`config.mk`:
```
export PLATFORM = sky130hd
export DESIGN_NAME = seg7_scan
export DESIGN_NICKNAME = d
export VERILOG_FILES = /design/src/rtl/seg7_scan.sv
export SDC_FILE = /design/constraint.sdc
export NUM_CORES = 1
export LEC_CHECK = 0
export BUFFER_PORTS_ARGS = -buffer_cell sky130_fd_sc_hd__buf_2
export CORE_MARGIN = 1.5
export CORE_UTILIZATION = 59
export CTS_BUF_LIST = sky130_fd_sc_hd__clkbuf_2
export CTS_CLUSTER_SIZE = 24
export DETAILED_ROUTE_END_ITERATION = 8
export GPL_ROUTABILITY_DRIVEN = 0
export PLACE_DENSITY_LB_ADDON = 0.15
export SKIP_LAST_GASP = 1
export SLEW_MARGIN = 20
export SYNTH_ARGS = -nofsm -noshare
export SYNTH_HDL_FRONTEND = slang
export SYNTH_SLANG_ARGS = --single-unit
```
`constraint.sdc`:
```
create_clock -name clk -period 3 [get_ports clk]
set_clock_uncertainty 0.15 [all_clocks]
set_input_delay 0.45 -clock clk [delete_from_list [all_inputs] [get_ports clk]]
set_output_delay 0.45 -clock clk [all_outputs]
set_load 0.02 [all_outputs]
```
`src/rtl/seg7_scan.sv`:
```
// Four-digit common-anode seven-segment scanner: captures BCD digits on load, then
// time-multiplexes them onto active-low anode/segment lines with leading-zero blanking and blink.
module seg7_scan #(
    parameter int REFRESH_DIV = 100000,
    parameter int BLINK_DIV   = 25000000
) (
    input  logic       clk,
    input  logic       reset,
    input  logic [3:0] tho,
    input  logic [3:0] hun,
    input  logic [3:0] ten,
    input  logic [3:0] one,
    input  logic       load,
    input  logic       blank_lz,
    input  logic       blink,
    output logic [3:0] an,
    output logic [6:0] seg,
    output logic       dp
);

    localparam int RW = (REFRESH_DIV > 2) ? $clog2(REFRESH_DIV) : 1;
    localparam int BW = (BLINK_DIV > 2) ? $clog2(BLINK_DIV) : 1;
    localparam logic [RW-1:0] R_LAST = RW'(REFRESH_DIV - 1);
    localparam logic [BW-1:0] B_LAST = BW'(BLINK_DIV - 1);

    logic [3:0]    r_tho, r_hun, r_ten, r_one;
    logic [RW-1:0] r_ref_cnt;
    logic [1:0]    r_idx;
    logic [BW-1:0] r_blink_cnt;
    logic          r_phase;
    logic [3:0]    r_an;
    logic [6:0]    r_seg;

    logic [3:0]    w_digit;
    logic          w_lz_supp;
    logic          w_suppress;
    logic [6:0]    w_seg_dec;
    logic [3:0]    w_an_next;
    logic [6:0]    w_seg_next;

    // NOTE: sequential state uses non-blocking assignments so every register samples pre-edge values.
    always_ff @(posedge clk) begin
        if (reset) begin
            r_tho <= 4'd0;
            r_hun <= 4'd0;
            r_ten <= 4'd0;
            r_one <= 4'd0;
        end else if (load) begin
            r_tho <= tho;
            r_hun <= hun;
            r_ten <= ten;
            r_one <= one;
        end
    end

    always_ff @(posedge clk) begin
        if (reset) begin
            r_ref_cnt <= '0;
            r_idx     <= 2'd0;
        end else if (r_ref_cnt == R_LAST) begin
            r_ref_cnt <= '0;
            r_idx     <= r_idx + 2'd1;
        end else begin
            r_ref_cnt <= r_ref_cnt + 1'b1;
        end
    end

    // Blink is held in its visible phase while disabled, so enabling it always starts lit.
    always_ff @(posedge clk) begin
        if (reset || !blink) begin
            r_blink_cnt <= '0;
            r_phase     <= 1'b0;
        end else if (r_blink_cnt == B_LAST) begin
            r_blink_cnt <= '0;
            r_phase     <= ~r_phase;
        end else begin
            r_blink_cnt <= r_blink_cnt + 1'b1;
        end
    end

    // NOTE: every always_comb output gets a default first so no path can infer a latch.
    always_comb begin
        w_digit   = r_one;
        w_lz_supp = 1'b0;
        case (r_idx)
            2'd0: begin
                w_digit   = r_one;
                w_lz_supp = 1'b0;
            end
            2'd1: begin
                w_digit   = r_ten;
                w_lz_supp = (r_tho == 4'd0) && (r_hun == 4'd0) && (r_ten == 4'd0);
            end
            2'd2: begin
                w_digit   = r_hun;
                w_lz_supp = (r_tho == 4'd0) && (r_hun == 4'd0);
            end
            default: begin
                w_digit   = r_tho;
                w_lz_supp = (r_tho == 4'd0);
            end
        endcase
    end

    always_comb begin
        w_seg_dec = 7'h3F;
        case (w_digit)
            4'd0:    w_seg_dec = 7'h40;
            4'd1:    w_seg_dec = 7'h79;
            4'd2:    w_seg_dec = 7'h24;
            4'd3:    w_seg_dec = 7'h30;
            4'd4:    w_seg_dec = 7'h19;
            4'd5:    w_seg_dec = 7'h12;
            4'd6:    w_seg_dec = 7'h02;
            4'd7:    w_seg_dec = 7'h78;
            4'd8:    w_seg_dec = 7'h00;
            4'd9:    w_seg_dec = 7'h10;
            default: w_seg_dec = 7'h3F;
        endcase
    end

    always_comb begin
        w_suppress = (blank_lz && w_lz_supp) || (blink && r_phase);
        w_an_next  = ~(4'b0001 << r_idx);
        w_seg_next = w_seg_dec;
        if (w_suppress) begin
            w_an_next  = 4'hF;
            w_seg_next = 7'h7F;
        end
    end

    always_ff @(posedge clk) begin
        if (reset) begin
            r_an  <= 4'hF;
            r_seg <= 7'h7F;
        end else begin
            r_an  <= w_an_next;
            r_seg <= w_seg_next;
        end
    end

    assign an  = r_an;
    assign seg = r_seg;
    assign dp  = 1'b1;

endmodule
```
==> run_results.csv <==
group,metric,value,unit
timing,finalSetupViolCount,0,
critical_path,startpoint_type,"flip-flop",
cts,cts_resized,0,
synthesis,ys_types,42,
synthesis,synth_nets,384,
cts,worst_skew_pair.late_latency,0.51,ns
layout,drive_above_1_share,0.143,
power_and_ir_drop,seqPwrFrac,0.595,
layout,area_growth_syn_to_layout,13.2,%
timing,tns,0,ns
timing,max_freq,421,MHz
layout,nets,425,
global_routing,groute.usage.overall,0.236,
power_and_ir_drop,switching_share,0.266,
critical_path,max_stage_delay,0.48,ns
cts,clk_pin_slew,0.21,ns
detailed_routing,drc,0,
floorplanning,start_util,0.619,
worst_hold_path,hold_path.class,"primary input to flip-flop",
critical_path,ff2ff_path_depth,7,
cts,ctsHoldBuffers,11,
power_and_ir_drop,p_comb_frac,0.081,
detailed_routing,vias,2671,
critical_path,crit_family,"compound AO/OA/AOI/OAI gates",
synthesis,synth-seq-cells,72,
detailed_routing,wire_per_inst,13.8,um
place,dp_hpwl,4250,um
timing,finalMaxSlewViolations,0,
global_routing,grt_pass1_wl,11100,um
cts,cts_setup_buffers,0,
floorplanning,io_pins,33,
critical_path,crit_fanout,6,
synthesis,syn_area,3200,sq um
global_routing,grt_pass1_vias,2474,
synthesis,syn-mean-instance-area,9.07,sq um
floorplanning,die_area,5880,sq um
cts,cts_sinks,72,
critical_path,cp.depth,7,
power_and_ir_drop,vdd_drop_max,0.000354,V
critical_path,path_class,"flip-flop to flip-flop",
layout,fillers,392,
cts,cts_buffers,9,
layout,final_common_cell,"dfxtp_1",
worst_hold_path,min-delay-start,"hun[0]",
critical_path,r2r-end,"seg[3]",
timing,rsz0062_at_grt,"false",
power_and_ir_drop,p_per_area,465,nW/um^2
synthesis,synth_edf_count,0,
critical_path,cp.arrival,2.63,ns
synthesis,yosys_warnings,0,
detailed_routing,detail-route-antenna-nets,0,
synthesis,synth_async_sr_flop_share,0,
place,buffer_ports.inserted,31,
critical_path,cp_data_required_time,3.25,ns
global_routing,grt_max_degree,24,
global_routing,antenna_found_initial,0,
worst_hold_path,hold_path_depth,3,
floorplanning,fp.dieW,76.7,um
critical_path,worst_path_most_repeated_cell,"inv_1",
synthesis,synth_seq_area_share,0.450,
detailed_routing,vias_per_cell,5.70,
critical_path,end_kind,"flip-flop",
detailed_routing,drt_iter0_drc,202,
detailed_routing,first_pass_iters,5,
floorplanning,core-area,5170,sq um
worst_hold_path,hold_end,"r_hun[0]",
layout,final_cell_mix,"dfxtp_1 (72), nor2_1 (44), buf_2 (31)",
layout,final_util,0.701,
layout,multi_input_area,1640,sq um
place,pre_cts_slack,0.699,ns
power_and_ir_drop,p_leak,1.36,nW
cts,cts_max_path_buffers,2,
power_and_ir_drop,p_int,1.24,mW
critical_path,r2r_slack,0.63,ns
job,max-cap-violations,0,
power_and_ir_drop,clock_power_share,0.325,
critical_path,slowest_stage,"dfxtp_1",
critical_path,cp_num_buf_inv,2,
timing,fin_crit,2.37,ns
synthesis,postSynthCellCount,353,
global_routing,grt.overflow.total,0,
place,dp_cells,441,
floorplanning,die_h,76.7,um
synthesis,synth_flop_cell,"dfxtp_1",
layout,insertedDiodeCount,0,
detailed_routing,drt-total-wl,6470,um
cts,root_buffer,"clkbuf_2",
status,status,"completed",
timing,fin_crit_sh,0.791,
cts,cts_max_level,3,
critical_path,r2r_start,"r_idx[0]",
critical_path,path_cells,"inv_1 -> ha_1 -> a222oi_1 -> mux2_2 -> inv_1 -> o21ai_0 -> o2111ai_1",
floorplanning,num_rows,26,
timing,fin_ws,0.626,ns
cts,cts_tree,"built",
layout,seqCellArea,1440,sq um
power_and_ir_drop,switching_power,0.448,mW
layout,layout.cells.non_filler,469,
timing,finalHoldViolations,0,
[Yosys cell counts (7+ instances only)]
library cell | count | area, sq um
ha_1 | 10 | 125
nand2_1 | 18 | 67.6
or4_1 | 8 | 60.1
or3_1 | 11 | 68.8
a21oi_1 | 23 | 115
clkbuf_1 | 8 | 30.0
nand4_1 | 10 | 62.6
xnor2_1 | 10 | 87.6
o31ai_1 | 7 | 52.6
o21ai_0 | 15 | 75.1
xor2_1 | 12 | 105
nand3_1 | 17 | 85.1
dfxtp_1 | 72 | 1440
mux2i_1 | 19 | 190
inv_1 | 14 | 52.6
nor2_1 | 44 | 165
[power by group through the flow]
stage	combinational, mW	sequential, mW	clock, mW
2_1_floorplan	0.0733	1.03	0
3_3_place_gp	0.119	1.02	0
3_5_place_dp	0.121	1.02	0
4_1_cts	0.133	1.00	0.558
5_1_grt	0.150	1.01	0.595
6_report	0.136	1.00	0.547
[kinds of logic (layout without fill, tap and decap cells)]
family / count (synthesis) / count (layout) / share of synthesized area
AND/OR/NAND/NOR: 142 / 142 / 0.237
AO/OA/AOI/OAI: 56 / 56 / 0.107
buffers and inverters: 29 / 75 / 0.0391
multiplexers: 21 / 21 / 0.0664
adder cells (fa/ha/maj): 10 / 10 / 0.0391
XOR/XNOR: 22 / 22 / 0.0602
other: 1 / 1 / 0.00117
flip-flops: 72 / 72 / 0.450
[routing by layer]
metal / share of wire / vias to the layer above / global-route usage
li1: - / 1353 / -
met1: 0.46 / 1241 / 0.305
met2: 0.47 / 67 / 0.377
met3: 0.052 / 10 / 0.0536
met4: 0.015 / 0 / 0.102
met5: 0 / - / 0
[metrics by stage]
step / hold slack [ns] / instance area, sq um / total power, mW
final: 0.0185 / 3620 / 1.69
after floorplan: 0.263 / 3200 / 1.10
after CTS: 0.00314 / 3610 / 1.69
after detailed placement: 0.281 / 3390 / 1.14
after global routing: 0.0175 / 3620 / 1.75
after global placement: 0.275 / 3390 / 1.14
[worst min-delay path, delay by kind of cell]
| kind | cells | cell delay, ns |
|---|---|---|
| multiplexers | 1 | 0.06 |
| AND/OR/NAND/NOR | 1 | 0.08 |
| buffers and inverters | 1 | 0.08 |
[layout make-up]
class,count,share of cell area
flip-flops and latches,72,0.398
repair buffers,45,0.0801
clock inverters,7,0.0200
inverters,14,0.0145
well taps,70,0.0242
multi-input cells,252,0.451
clock buffers,9,0.0124
[worst max path at each step]
stage / startpoint / to / slack (ns)
after floorplan: r_idx[1] / seg[3] / 0.97
after global placement: r_idx[1] / seg[3] / 0.81
after detailed placement: r_idx[0] / seg[3] / 0.70
after CTS: r_idx[0] / seg[3] / 0.65
after global routing: r_idx[0] / seg[3] / 0.45
final: r_idx[0] / seg[3] / 0.63
[state kept, by name, summed over array words and instances (netlist names)]
signal	flops
r_hun	4
r_tho	4
r_idx	2
r_ten	4
r_one	4
r_blink_cnt	25
an	4
r_ref_cnt	17
r_phase	1
seg	7
Note: power is estimated with default switching activity, not from simulation.
